[src/rtl/fifo_wr_arb_ctrl.sv]
`default_nettype none
// ---------------------------------------------------------------------------
// fifo_wr_arb_ctrl : round-robin write arbiter, write pointers and full/count
//                    flags for the write side of an async FIFO.
//                    Optional: FIFO_WR_OVERFLOW_CNT_EN adds an overflow counter.
// Revision: 1.0
// ---------------------------------------------------------------------------
module fifo_wr_arb_ctrl #(
  parameter int DW        = 16,
  parameter int AW        = 3,
  parameter int AF_MARGIN = 2
) (
  input  logic          wclk,
  input  logic          wrst_n,
  input  logic          req0,
  input  logic [DW-1:0] wdata0,
  output logic          gnt0,
  input  logic          req1,
  input  logic [DW-1:0] wdata1,
  output logic          gnt1,
  input  logic [AW:0]   rptr_gray,
  output logic [AW:0]   wptr_gray,
  output logic [AW-1:0] waddr,
  output logic [DW-1:0] wdata,
  output logic          wen,
  output logic          wfull,
  output logic          walmost_full,
`ifdef FIFO_WR_OVERFLOW_CNT_EN
  input  logic          ovf_clr,
  output logic [7:0]    ovf_cnt,
`endif
  output logic [AW:0]   wcount
);

  localparam int          c_depth     = 1 << AW;
  localparam logic [AW:0] c_af_thresh = (AW+1)'(c_depth - AF_MARGIN);

  function automatic logic [AW:0] gray2bin(input logic [AW:0] g);
    logic [AW:0] b;
    b[AW] = g[AW];
    for (int i = AW - 1; i >= 0; i--) b[i] = b[i+1] ^ g[i];
    return b;
  endfunction

  logic [AW:0] r_wbin;
  logic [AW:0] r_wptr_gray;
  logic [AW:0] r_rq1;
  logic [AW:0] r_rq2;
  logic        r_wfull;
  logic        r_walmost_full;
  logic [AW:0] r_wcount;
  logic        r_last;

  logic        w_gnt0;
  logic        w_gnt1;
  logic        w_wen;
  logic [AW:0] w_wbin_next;
  logic [AW:0] w_wgray_next;
  logic [AW:0] w_count_next;
  logic        w_full_next;

  // Grants are forced low while reset is held so no write can slip through.
  always_comb begin
    w_gnt0 = 1'b0;
    w_gnt1 = 1'b0;
    if (wrst_n && !r_wfull) begin
      if (req0 && req1) begin
        w_gnt0 = r_last;
        w_gnt1 = ~r_last;
      end else begin
        w_gnt0 = req0;
        w_gnt1 = req1;
      end
    end
  end

  assign w_wen        = w_gnt0 | w_gnt1;
  assign w_wbin_next  = r_wbin + {{AW{1'b0}}, w_wen};
  assign w_wgray_next = w_wbin_next ^ (w_wbin_next >> 1);
  assign w_count_next = w_wbin_next - gray2bin(r_rq2);
  assign w_full_next  = (w_wgray_next == {~r_rq2[AW:AW-1], r_rq2[AW-2:0]});

  always_ff @(posedge wclk or negedge wrst_n) begin
    if (!wrst_n) begin
      r_wbin         <= '0;
      r_wptr_gray    <= '0;
      r_rq1          <= '0;
      r_rq2          <= '0;
      r_wfull        <= 1'b0;
      r_walmost_full <= 1'b0;
      r_wcount       <= '0;
      r_last         <= 1'b1;
    end else begin
      r_rq1          <= rptr_gray;
      r_rq2          <= r_rq1;
      r_wbin         <= w_wbin_next;
      r_wptr_gray    <= w_wgray_next;
      r_wfull        <= w_full_next;
      r_wcount       <= w_count_next;
      r_walmost_full <= (w_count_next >= c_af_thresh);
      if (w_wen) r_last <= w_gnt1;
    end
  end

`ifdef FIFO_WR_OVERFLOW_CNT_EN
  logic [7:0] r_ovf_cnt;

  always_ff @(posedge wclk or negedge wrst_n) begin
    if (!wrst_n) begin
      r_ovf_cnt <= '0;
    end else if (ovf_clr) begin
      r_ovf_cnt <= '0;
    end else if ((req0 | req1) && r_wfull && (r_ovf_cnt != 8'hFF)) begin
      r_ovf_cnt <= r_ovf_cnt + 8'd1;
    end
  end

  assign ovf_cnt = r_ovf_cnt;
`endif

  assign gnt0         = w_gnt0;
  assign gnt1         = w_gnt1;
  assign wen          = w_wen;
  assign waddr        = r_wbin[AW-1:0];
  assign wdata        = w_gnt1 ? wdata1 : wdata0;
  assign wptr_gray    = r_wptr_gray;
  assign wfull        = r_wfull;
  assign walmost_full = r_walmost_full;
  assign wcount       = r_wcount;

endmodule
`default_nettype wire
[config.mk]
export PLATFORM = sky130hd
export DESIGN_NAME = fifo_wr_arb_ctrl
export DESIGN_NICKNAME = d
export VERILOG_FILES = /design/src/rtl/fifo_wr_arb_ctrl.sv
export SDC_FILE = /design/constraint.sdc
export NUM_CORES = 1
export LEC_CHECK = 0
export CAP_MARGIN = 10
export CELL_PAD_IN_SITES_DETAIL_PLACEMENT = 1
export CELL_PAD_IN_SITES_GLOBAL_PLACEMENT = 2
export CORE_ASPECT_RATIO = 1.1
export CORE_MARGIN = 2
export CORE_UTILIZATION = 21
export CTS_BUF_LIST = sky130_fd_sc_hd__clkbuf_4
export DETAILED_ROUTE_END_ITERATION = 16
export MAX_ROUTING_LAYER = met4
export PLACE_DENSITY = 0.9
export SLEW_MARGIN = 20
export SYNTH_ARGS = -nofsm -noshare
export SYNTH_HDL_FRONTEND = slang
export SYNTH_SLANG_ARGS = --single-unit
[constraint.sdc]
create_clock -name wclk -period 2.9 [get_ports wclk]
set_input_delay 0.58 -clock wclk [delete_from_list [all_inputs] [get_ports wclk]]
set_output_delay 0.58 -clock wclk [all_outputs]
set_load 0.02 [all_outputs]
==> run_results.csv <==
group,metric,value,unit
outcome,outcome,"completed",
clock_tree,clkLatencyLatePin,0.30,ns
worst_setup_path,arrival,2.21,ns
hold_path,hold-path-cell-count,0,
yosys,seq_area_frac_synth,0.499,
drt,ant_nets,0,
pwr,total_power,1820,uW
global_route,grt_pass1_wl,4.85,mm
sta,tns,0,ns
placed_design,post-dp-hpwl,2.73,mm
yosys,avgSynthCellArea,13.2,um^2
sta,hold_violations,0,
sta,finalCriticalPeriod,2.79,ns
worst_setup_path,start_kind,"input port",
clock_tree,cts_buffer_depth,2,
hold_path,hold_path_startpoint,"r_rq1[0]$_DFF_PN0_",
worst_setup_path,r2r_start,"wfull$_DFF_PN0_",
sta,whs,0.364,ns
global_route,antenna_found_initial,0,
worst_setup_path,worstSetupPathType,"input port to output pin",
yosys,synth_edf_count,0,
sta,worstMarginPinSlew,0.276,ns
pwr,vdd_ir_drop_max,0.295,mV
global_route,grt_util_all_layers,0.109,
drt,via_per_inst,4.35,
clock_tree,cts.reportedPaths.clkPinSlew,0.12,ns
drt,drt_iter0_drc,2,
worst_setup_path,crit_fanout,18,
die,die_area,5860,um^2
hold_path,holdPathEnd,"r_rq2[0]$_DFF_PN0_",
layout,final_util,0.396,
layout,fin_nets,211,
layout,n_fill_cell,554,
die,rows,27,
drt,dr.pass1.iters,2,
drt,vias,970,
yosys,ys_warn_count,0,
worst_setup_path,end_kind,"output pin",
yosys,syn-cell-area,1100,um^2
drt,drt-total-wl,3.19,mm
layout,syn_to_final_growth,80.3,%
sta,rsz0062_at_grt,"false",
yosys,synthesis.nets,129,
placed_design,place_area,1950,um^2
sta,finalCritPeriodShare,0.962,
sta,relSlewSlack,0.816,
clock_tree,cts_tree,"yes",
die,dieHeight,80.1,um
yosys,yosys_most_used_dff,"dfrtp_1",
worst_setup_path,reg2reg_depth,10,
yosys,synth_seq_cells,22,
die,num_io_pins,72,
clock_tree,htreeDepth,1,
sta,fin_skew,0.00430,ns
drt,wire_per_inst,14.3,um
yosys,post_synth_num_cell_types,23,
die,initial_core_util,0.219,
sta,slew_viol_final,0,
pwr,p_per_area,912,nW/um^2
sta,setup_violations,0,
job,drv_cap,0,
worst_setup_path,r2r_slack,0.60,ns
layout,drive_gt1_frac,0.212,
clock_tree,cts_setup_buffers,0,
global_route,grt-ovfl-total,0,
clock_tree,cts_inserted_buffers,3,
yosys,async_reset_ff_frac,1.00,
yosys,syn_inst,84,
pwr,p_leak,0.000885,uW
clock_tree,cts-root-buf,"clkbuf_4",
placed_design,numPortBuffers,71,
worst_setup_path,r2r_end,"walmost_full$_DFF_PN0_",
die,die_width,73.2,um
drt,drc,0,
global_route,grt_max_degree,23,
placed_design,gp_congestion,0.745,
clock_tree,cts_hold_buf,0,
global_route,grt_pass1_vias,1048,
layout,antenna_cells,0,
hold_path,hold_class,"register to register",
sta,timing.fmax,0.359,GHz
clock_tree,cts.sinks,22,
die,core,5030,um^2
worst_setup_path,crit_required,2.32,ns
layout,final_cell_area,1990,um^2
worst max-delay path by stage:
stage	cells past startpoint	start	end	slack [ns]
after floorplan	10	wrst_n	walmost_full$_DFF_PN0_	0.04
after global placement	11	wrst_n	walmost_full$_DFF_PN0_	-0.19
after detailed placement	11	wrst_n	walmost_full$_DFF_PN0_	-0.29
after CTS	6	wrst_n	gnt1	0.08
after global routing	11	wrst_n	walmost_full$_DFF_PN0_	0.02
final	6	wrst_n	gnt1	0.11
synth_stat cells, types with 2 or more instances:
cell | n | share of area
nand3_1 | 4 | 0.018
clkbuf_1 | 2 | 0.0068
xor2_1 | 8 | 0.063
dfrtp_1 | 21 | 0.48
mux2_2 | 16 | 0.16
nand2_1 | 2 | 0.0068
xnor2_1 | 5 | 0.040
ha_1 | 5 | 0.057
a21oi_1 | 2 | 0.0091
inv_1 | 6 | 0.020
metrics by stage:
stage                     std cells  worst slack (ns)
after global placement          219            -0.192
after floorplan                  84            0.0418
after CTS                       223            0.0756
final                           223             0.111
after global routing            223            0.0208
after detailed placement        219            -0.286
timing repair:
action,4_1_cts,5_1_grt
resized for setup,18,1
pin swaps,0,1
endpoints found under the setup margin,17,1
worst max-delay path, cell delays in order:
cell             delay (ns)
clkdlybuf4s50_1        0.51
nor2b_4                0.18
nand3_1                0.10
buf_6                  0.18
inv_1                  0.06
clkdlybuf4s50_1        0.59
cell families after synthesis:
| kind of cell | synth area share |
|---|---|
| compound gates | 0.0476 |
| xor+xnor | 0.149 |
| fa+ha+maj | 0.0566 |
| buf+inv | 0.0272 |
| flops | 0.499 |
| mux | 0.163 |
| simple gates | 0.0566 |
sequential cells by signal (all words and copies together) (netlist names):
| register | flops |
|---|---|
| r_last | 1 |
| r_rq1 | 4 |
| r_rq2 | 4 |
| r_wbin | 4 |
| walmost_full | 1 |
| wcount | 4 |
| wfull | 1 |
| wptr_gray | 3 |
cells in the final DEF, fill, tap and decap left out:
master / instances
dlygate4sd2_1: 16
nand3_1: 4
xor2_1: 7
inv_1: 6
buf_6: 1
a311oi_2: 1
xnor2_1: 5
or3_1: 1
a21oi_1: 2
dfstp_2: 1
nand2_1: 2
nor2b_4: 1
a22oi_1: 1
and3b_1: 1
o21a_1: 1
xor3_4: 1
or3_2: 1
xor2_2: 1
o21ai_0: 1
bufinv_16: 1
nand2b_1: 1
xnor3_2: 1
a21o_1: 1
clkdlybuf4s50_1: 55
buf_4: 7
ha_1: 5
mux2_2: 16
clkbuf_4: 3
dfrtp_1: 21
layer usage:
metal	global-route usage	share of wire	wire (um)	vias to the layer above
li1	-	-	-	447
met1	0.112	0.37	1190	453
met2	0.201	0.48	1550	68
met3	0.0326	0.13	422	2
met4	0.0259	0.0097	31	0
met5	-	0	0	-
report_power, final:
part	internal, uW	switching [uW]
combinational	570	536
clock	140	90.4
sequential	425	55.6
total	1140	682
layout make-up:
| cell class | instances | area, um^2 | share of cell area |
|---|---|---|---|
| multi-input combinational | 54 | 538 | 0.270 |
| inverter | 6 | 22.5 | 0.0113 |
| clock buffer | 3 | 22.5 | 0.0113 |
| clock inverter | 1 | 30.0 | 0.0151 |
| tap | 58 | 72.6 | 0.0364 |
| sequential | 22 | 552 | 0.277 |
| timing repair buffer | 79 | 754 | 0.379 |
(Power assumes the default switching activity.)
